$ cat src/rtl/control_sequencer_if.sv
// Mini SRC control bundle: opcode/condition/memory/stop inputs to the sequencer
// and every datapath strobe it drives back out.
interface control_sequencer_if;
  logic [4:0] op;
  logic       con_ff;
  logic       mem_ready;
  logic       stop;
  logic       PCout, Zlowout, MDRout, Cout;
  logic       MARin, PCin, MDRin, IRin, Yin, Zin, CONin;
  logic       IncPC, Read, Write;
  logic       Gra, Grb, Grc, Rin, Rout, BAout;
  logic [4:0] alu_op;
  logic       run;

  modport master (
    input  op, con_ff, mem_ready, stop,
    output PCout, Zlowout, MDRout, Cout,
    output MARin, PCin, MDRin, IRin, Yin, Zin, CONin,
    output IncPC, Read, Write,
    output Gra, Grb, Grc, Rin, Rout, BAout,
    output alu_op, run
  );

  modport slave (
    output op, con_ff, mem_ready, stop,
    input  PCout, Zlowout, MDRout, Cout,
    input  MARin, PCin, MDRin, IRin, Yin, Zin, CONin,
    input  IncPC, Read, Write,
    input  Gra, Grb, Grc, Rin, Rout, BAout,
    input  alu_op, run
  );
endinterface

$ cat src/rtl/control_sequencer.sv
// Mini SRC multi-cycle control FSM: fetch, decode, per-class execute steps,
// memory stalls and halt/stop handling. All strobes are Moore outputs.
module control_sequencer #(
  parameter logic [4:0] ADD_OP = 5'b00011
) (
  input logic                  clock,
  input logic                  reset,
  control_sequencer_if.master  bus
);
  localparam logic [4:0] OP_LD   = 5'b00000, OP_LDI  = 5'b00001, OP_ST   = 5'b00010;
  localparam logic [4:0] OP_ADD  = 5'b00011, OP_SUB  = 5'b00100, OP_AND  = 5'b01001;
  localparam logic [4:0] OP_OR   = 5'b01010, OP_ADDI = 5'b01011, OP_ANDI = 5'b01100;
  localparam logic [4:0] OP_ORI  = 5'b01101, OP_BR   = 5'b10010, OP_JR   = 5'b10011;
  localparam logic [4:0] OP_HALT = 5'b11010;

  typedef enum logic [3:0] {
    S_RST, S_F0, S_F1, S_F2, S_T3, S_T4, S_T5, S_T6, S_T7, S_HALT
  } state_t;

  typedef enum logic [2:0] {C_R, C_I, C_LDI, C_LD, C_ST, C_BR, C_JR} class_t;

  state_t state_q, state_d;
  class_t class_q, class_d;
  class_t dec_class;
  logic   dec_ok;
  logic   done;

  // Undefined opcodes (and nop) leave dec_ok low and retire straight from F2.
  always_comb begin
    dec_ok    = 1'b1;
    dec_class = C_R;
    case (bus.op)
      OP_LD:                          dec_class = C_LD;
      OP_LDI:                         dec_class = C_LDI;
      OP_ST:                          dec_class = C_ST;
      OP_ADD, OP_SUB, OP_AND, OP_OR:  dec_class = C_R;
      OP_ADDI, OP_ANDI, OP_ORI:       dec_class = C_I;
      OP_BR:                          dec_class = C_BR;
      OP_JR:                          dec_class = C_JR;
      default:                        dec_ok    = 1'b0;
    endcase
  end

  always_comb begin
    state_d = state_q;
    class_d = class_q;
    done    = 1'b0;
    case (state_q)
      S_RST: state_d = S_F0;
      S_F0:  state_d = S_F1;
      S_F1:  if (bus.mem_ready) state_d = S_F2;
      S_F2: begin
        if (bus.op == OP_HALT) begin
          state_d = S_HALT;
        end else if (dec_ok) begin
          class_d = dec_class;
          state_d = S_T3;
        end else begin
          done = 1'b1;
        end
      end
      S_T3:  if (class_q == C_JR) done = 1'b1; else state_d = S_T4;
      S_T4:  state_d = S_T5;
      S_T5:  if (class_q inside {C_R, C_I, C_LDI}) done = 1'b1; else state_d = S_T6;
      S_T6: begin
        case (class_q)
          C_LD:    if (bus.mem_ready) state_d = S_T7;
          C_ST:    state_d = S_T7;
          default: done = 1'b1;
        endcase
      end
      S_T7:  if (!(class_q == C_ST && !bus.mem_ready)) done = 1'b1;
      S_HALT: state_d = S_HALT;
      default: state_d = S_RST;
    endcase
    // stop only takes effect on the edge that retires an instruction
    if (done) state_d = bus.stop ? S_HALT : S_F0;
  end

  always_ff @(posedge clock) begin
    if (reset) state_q <= S_RST;
    else       state_q <= state_d;
  end

  always_ff @(posedge clock) begin
    class_q <= class_d;
  end

  always_comb begin
    bus.PCout = 1'b0; bus.Zlowout = 1'b0; bus.MDRout = 1'b0; bus.Cout = 1'b0;
    bus.MARin = 1'b0; bus.PCin = 1'b0; bus.MDRin = 1'b0; bus.IRin = 1'b0;
    bus.Yin = 1'b0; bus.Zin = 1'b0; bus.CONin = 1'b0;
    bus.IncPC = 1'b0; bus.Read = 1'b0; bus.Write = 1'b0;
    bus.Gra = 1'b0; bus.Grb = 1'b0; bus.Grc = 1'b0;
    bus.Rin = 1'b0; bus.Rout = 1'b0; bus.BAout = 1'b0;
    bus.alu_op = 5'd0;
    bus.run = (state_q != S_RST) && (state_q != S_HALT);
    case (state_q)
      S_F0: begin bus.PCout = 1'b1; bus.MARin = 1'b1; bus.IncPC = 1'b1; bus.Zin = 1'b1; end
      S_F1: begin bus.Zlowout = 1'b1; bus.PCin = 1'b1; bus.Read = 1'b1; bus.MDRin = 1'b1; end
      S_F2: begin bus.MDRout = 1'b1; bus.IRin = 1'b1; end
      S_T3: begin
        case (class_q)
          C_R, C_I:          begin bus.Grb = 1'b1; bus.Rout = 1'b1; bus.Yin = 1'b1; end
          C_LDI, C_LD, C_ST: begin bus.Grb = 1'b1; bus.BAout = 1'b1; bus.Yin = 1'b1; end
          C_BR:              begin bus.Gra = 1'b1; bus.Rout = 1'b1; bus.CONin = 1'b1; end
          C_JR:              begin bus.Gra = 1'b1; bus.Rout = 1'b1; bus.PCin = 1'b1; end
          default: ;
        endcase
      end
      S_T4: begin
        case (class_q)
          C_R:               begin bus.Grc = 1'b1; bus.Rout = 1'b1; bus.Zin = 1'b1; bus.alu_op = bus.op; end
          C_I:               begin bus.Cout = 1'b1; bus.Zin = 1'b1; bus.alu_op = bus.op; end
          C_LDI, C_LD, C_ST: begin bus.Cout = 1'b1; bus.Zin = 1'b1; bus.alu_op = ADD_OP; end
          C_BR:              begin bus.PCout = 1'b1; bus.Yin = 1'b1; end
          default: ;
        endcase
      end
      S_T5: begin
        case (class_q)
          C_R, C_I, C_LDI: begin bus.Zlowout = 1'b1; bus.Gra = 1'b1; bus.Rin = 1'b1; end
          C_LD, C_ST:      begin bus.Zlowout = 1'b1; bus.MARin = 1'b1; end
          C_BR:            begin bus.Cout = 1'b1; bus.Zin = 1'b1; bus.alu_op = ADD_OP; end
          default: ;
        endcase
      end
      S_T6: begin
        case (class_q)
          C_LD: begin bus.Read = 1'b1; bus.MDRin = 1'b1; end
          C_ST: begin bus.Gra = 1'b1; bus.Rout = 1'b1; bus.MDRin = 1'b1; end
          C_BR: begin bus.Zlowout = bus.con_ff; bus.PCin = bus.con_ff; end
          default: ;
        endcase
      end
      S_T7: begin
        case (class_q)
          C_LD:    begin bus.MDRout = 1'b1; bus.Gra = 1'b1; bus.Rin = 1'b1; end
          C_ST:    bus.Write = 1'b1;
          default: ;
        endcase
      end
      default: ;
    endcase
  end
endmodule

$ cat src/flat_wrapper.sv
// flat-port wrapper written by rule: the top's interface ports become plain ports
module control_sequencer_flat 
#(
  parameter logic [4:0] ADD_OP = 5'b00011
)
  (clock, reset, bus_op, bus_con_ff, bus_mem_ready, bus_stop, bus_PCout, bus_Zlowout, bus_MDRout, bus_Cout, bus_MARin, bus_PCin, bus_MDRin, bus_IRin, bus_Yin, bus_Zin, bus_CONin, bus_IncPC, bus_Read, bus_Write, bus_Gra, bus_Grb, bus_Grc, bus_Rin, bus_Rout, bus_BAout, bus_alu_op, bus_run);
  control_sequencer_if bus_i ();
  input logic clock;
  input logic reset;
  input wire logic [$bits(bus_i.op)-1:0] bus_op;
  input wire logic [$bits(bus_i.con_ff)-1:0] bus_con_ff;
  input wire logic [$bits(bus_i.mem_ready)-1:0] bus_mem_ready;
  input wire logic [$bits(bus_i.stop)-1:0] bus_stop;
  output wire logic [$bits(bus_i.PCout)-1:0] bus_PCout;
  output wire logic [$bits(bus_i.Zlowout)-1:0] bus_Zlowout;
  output wire logic [$bits(bus_i.MDRout)-1:0] bus_MDRout;
  output wire logic [$bits(bus_i.Cout)-1:0] bus_Cout;
  output wire logic [$bits(bus_i.MARin)-1:0] bus_MARin;
  output wire logic [$bits(bus_i.PCin)-1:0] bus_PCin;
  output wire logic [$bits(bus_i.MDRin)-1:0] bus_MDRin;
  output wire logic [$bits(bus_i.IRin)-1:0] bus_IRin;
  output wire logic [$bits(bus_i.Yin)-1:0] bus_Yin;
  output wire logic [$bits(bus_i.Zin)-1:0] bus_Zin;
  output wire logic [$bits(bus_i.CONin)-1:0] bus_CONin;
  output wire logic [$bits(bus_i.IncPC)-1:0] bus_IncPC;
  output wire logic [$bits(bus_i.Read)-1:0] bus_Read;
  output wire logic [$bits(bus_i.Write)-1:0] bus_Write;
  output wire logic [$bits(bus_i.Gra)-1:0] bus_Gra;
  output wire logic [$bits(bus_i.Grb)-1:0] bus_Grb;
  output wire logic [$bits(bus_i.Grc)-1:0] bus_Grc;
  output wire logic [$bits(bus_i.Rin)-1:0] bus_Rin;
  output wire logic [$bits(bus_i.Rout)-1:0] bus_Rout;
  output wire logic [$bits(bus_i.BAout)-1:0] bus_BAout;
  output wire logic [$bits(bus_i.alu_op)-1:0] bus_alu_op;
  output wire logic [$bits(bus_i.run)-1:0] bus_run;
  assign bus_i.op = bus_op;
  assign bus_i.con_ff = bus_con_ff;
  assign bus_i.mem_ready = bus_mem_ready;
  assign bus_i.stop = bus_stop;
  assign bus_PCout = bus_i.PCout;
  assign bus_Zlowout = bus_i.Zlowout;
  assign bus_MDRout = bus_i.MDRout;
  assign bus_Cout = bus_i.Cout;
  assign bus_MARin = bus_i.MARin;
  assign bus_PCin = bus_i.PCin;
  assign bus_MDRin = bus_i.MDRin;
  assign bus_IRin = bus_i.IRin;
  assign bus_Yin = bus_i.Yin;
  assign bus_Zin = bus_i.Zin;
  assign bus_CONin = bus_i.CONin;
  assign bus_IncPC = bus_i.IncPC;
  assign bus_Read = bus_i.Read;
  assign bus_Write = bus_i.Write;
  assign bus_Gra = bus_i.Gra;
  assign bus_Grb = bus_i.Grb;
  assign bus_Grc = bus_i.Grc;
  assign bus_Rin = bus_i.Rin;
  assign bus_Rout = bus_i.Rout;
  assign bus_BAout = bus_i.BAout;
  assign bus_alu_op = bus_i.alu_op;
  assign bus_run = bus_i.run;
  control_sequencer #(.ADD_OP(ADD_OP)) u_core (.clock(clock), .reset(reset), .bus(bus_i));
endmodule
$ cat config.mk
export PLATFORM = sky130hd
export DESIGN_NAME = control_sequencer_flat
export DESIGN_NICKNAME = d
export VERILOG_FILES = /design/src/rtl/control_sequencer_if.sv /design/src/rtl/control_sequencer.sv /design/src/flat_wrapper.sv
export SDC_FILE = /design/constraint.sdc
export NUM_CORES = 1
export LEC_CHECK = 0
export BUFFER_PORTS_ARGS = -buffer_cell sky130_fd_sc_hd__buf_2
export CORE_MARGIN = 1
export CORE_UTILIZATION = 35
export DETAILED_ROUTE_END_ITERATION = 12
export GPL_TIMING_DRIVEN = 0
export PLACE_DENSITY = 0.67
export SYNTH_ARGS = -nofsm -noshare
export SYNTH_HDL_FRONTEND = slang
export SYNTH_SLANG_ARGS = --single-unit
$ cat constraint.sdc
create_clock -name clock -period 2.2 [get_ports clock]
set_clock_uncertainty 0.15 [all_clocks]
set_input_delay 0 -clock clock [delete_from_list [all_inputs] [get_ports clock]]
set_output_delay 0 -clock clock [all_outputs]
set_load 0.03 [all_outputs]
==> run metrics <==
initial antenna violation count=0; Die ar.=3350 sq um; post-synthesis mux area share=0.916%; CP max FO=10; die width=57.9 um; Met3 Routed Length=174 um; Routed Antenna Nets=0; Max Cap Viol=0; r2r endpoint=u_core.state_q[1]$_SDFFE_PP0P_; VDD IR max=216 uV; routed vias=1235; area of the core=2850 sq um; post-synthesis compound-gate area fraction=26.3%; Post-Syn Instances=152; depth of the CTS H-tree=1; clk sinks=7; status=finished, violations left; setup violators final=0; Internal=0.364 mW; syn_nets=162; clock network fraction of total power=16.1%; synth unique cells=51; Post-Route WL=2870 um; Area Growth Syn to Fin=24.9%; Critical Path RT=2.05 ns; Skew-Pair Late Insertion Delay=0.25 ns; largest family of logic cells by synthesized area=simple AND/OR/NAND/NOR gates; Post-Synth XOR/XNOR Area=0.802%; DR pass1 iterations=8; # DRC=4; Hold Crit Class=input port to register; post-route worst setup slack=0.0923 ns; Die Ht=57.9 um; failing checks=DRC; GRT Total Usage=16.8%; Finished Layout Cells=222; top cells by area, synth=edfxtp_1, dfxtp_1, nor2_1; Syn. warnings=0; Least-Margin Pin Slew=0.619 ns; Mapped Area=1090 sq um; Tmin final=2.11 ns; Top Layer Used=met4; largest net degree at the start of global routing=11; hold path startpoint=bus_op[2]; PortBufs=31; CP Data Arrival Time=1.96 ns; grt ovf=0; # rows=19; Nets=202; share of layout cells above drive strength 1=33.5%; wire length on met2=1380 um; hold path endpoint=u_core.class_q[2]$_DFFE_PP_; FF-to-FF Start=u_core.class_q[2]$_DFFE_PP_; #FFs+latches synth=7; Hold Path Stages=2; Slew Limit Headroom=58.6%; CTS tree=yes; critical path type=register to output pin; Yosys top cell by area=edfxtp_1; reg2reg setup slack=0.25 ns; Root Driver=clkbuf_4; HPWL after DPL=2230 um; DR WL/cell=12.9 um; Sw Ratio=49.4%; synthesized-area fraction occupied by and/or/nand/nor cells=46.5%; post-synthesis sequential area ratio=15.6%; Critical Path Source Type=register; Switch Pwr=0.356 mW; Pleak=0.621 nW; vias in the first global route=1057; first-pass GRT wire length=4530 um; clk buf depth=2; Starting DRT DRC Count=67; Post-Synth Adder-Cell Area=0%; FMAX=0.474 GHz; Initial Utilization=38.3%; Max Slew Vio Count=0; CTS Buf Count=3; antenna cells=0; hold_ws=0.00624 ns; Worst setup EP type=output pin; pre-CTS setup slack=0.272 ns; pwr/cell area=529 nW/um^2; R2R depth=5; Seq pwr share=22.8%; dpl cells=214; # IOs=36; RSZ-0062 raised after global routing=true; vias per inst=5.56; GP Congestion=0.840; mean post-synth cell area=7.19 sq um; post-synth top area share=8.25%; final hold vios=0; Gate power share=61.1%; final critical-path share of the clock period=95.8%; clock slew at reported path FFs=0.05 ns; M1 WL=1270 um
## per-layer routing
layer | up-vias | track usage (%)
met5 | - | 0
met4 | 0 | 7.48
met3 | 4 | 1.34
met2 | 43 | 28.6
met1 | 561 | 21.7
li1 | 627 | -
## state kept, by name, indices dropped and copies added, names as in the netlist
register,count
u_core.class_q,3
u_core.state_q,4
## worst max-delay path, stage by stage (launching register included)
cell and delay (ns):
dfxtp_1 0.39, buf_6 0.17, and2b_2 0.22, and2_1 0.18, a21oi_1 0.08, or3b_1 0.38
o21ai_1 0.09, clkbuf_4 0.20
## cells by family after synthesis
| family | count (synthesis) |
|---|---|
| AND/OR/NAND/NOR | 82 |
| multiplexers | 1 |
| XOR/XNOR | 1 |
| buffers and inverters | 19 |
| AO/OA/AOI/OAI | 42 |
| flip-flops | 7 |
## power by group through the flow
stage / clock network (mW) / registers [mW] / logic [mW]
after detailed placement: 0 / 0.165 / 0.427
after floorplan: 0 / 0.162 / 0.327
final: 0.116 / 0.164 / 0.441
after global routing: 0.125 / 0.165 / 0.473
after CTS: 0.120 / 0.164 / 0.430
after global placement: 0 / 0.164 / 0.422
## per-stage QoR
step / utilization (%) / power (mW) / area (sq um) / TNS, ns
floorplan: - / 0.489 / 1090 / 0
finish: 47.8 / 0.721 / 1360 / 0
global route: 47.8 / 0.763 / 1360 / -0.0106
global placement: 45.1 / 0.587 / 1290 / 0
CTS: 46.7 / 0.714 / 1330 / 0
detailed placement: 45.1 / 0.592 / 1290 / 0
## synth_stat cells, drive strengths merged
library cell / n
nand3b: 4
o21ai: 16
nor2b: 5
nor3: 7
dfxtp: 4
o21bai: 1
buf: 10
nand4bb: 1
clkbuf: 3
o22ai: 1
or3b: 1
a211oi: 3
and2b: 2
a21oi: 10
inv: 6
a31oi: 4
or4b: 1
nor3b: 5
a311oi: 1
nand4: 1
o211ai: 2
o31ai: 1
xor2: 1
or2b: 1
o32ai: 1
a31o: 1
or3: 2
nand3: 6
and2: 4
nor4b: 2
edfxtp: 3
nand2: 12
a41oi: 1
and3: 3
and3b: 2
nand2b: 2
mux2i: 1
nor2: 21
## cell usage in the layout, fill, tap and decap left out, types with 5 or more instances in the layout
cell type	synthesis	layout
nor3_1	5	5
inv_1	6	6
nor3b_1	5	5
nand3_1	6	6
buf_2	5	32
a21oi_1	8	8
buf_4	2	7
nor2_1	19	19
o21ai_0	14	14
nand2_1	12	12
## how the worst max path moves through the flow
stage,end,slack (ns),cells after the start,start
4_1_cts,bus_alu_op[0],0.04,7,u_core.state_q[1]$_SDFFE_PP0P_
6_report,bus_alu_op[1],0.09,7,u_core.state_q[1]$_SDFFE_PP0P_
2_1_floorplan,bus_MDRout,0.34,3,u_core.state_q[1]$_SDFFE_PP0P_
5_1_grt,bus_Gra,-0.01,7,u_core.state_q[3]$_SDFFE_PP0P_
3_5_place_dp,u_core.state_q[1]$_SDFFE_PP0P_,0.27,5,u_core.class_q[2]$_DFFE_PP_
3_3_place_gp,u_core.state_q[1]$_SDFFE_PP0P_,0.32,5,u_core.class_q[2]$_DFFE_PP_
## cell type report
type | count | area (sq um)
sequential | 7 | 170
fill | 302 | 1490
clock buffer | 4 | 26.3
tap | 31 | 38.8
inverter | 6 | 22.5
buffer | 13 | 87.6
timing repair buffer | 35 | 198
multi-input combinational | 126 | 821
## repair_timing
| action | CTS | global route |
|---|---|---|
| hold buffers | 2 | 0 |
| endpoints found under the setup margin | 0 | 5 |
| hold endpoints to repair | 4 | 0 |
| buffers inserted | 0 | 2 |
| resized for setup | 0 | 7 |
Note: power is estimated with default switching activity, not from simulation.
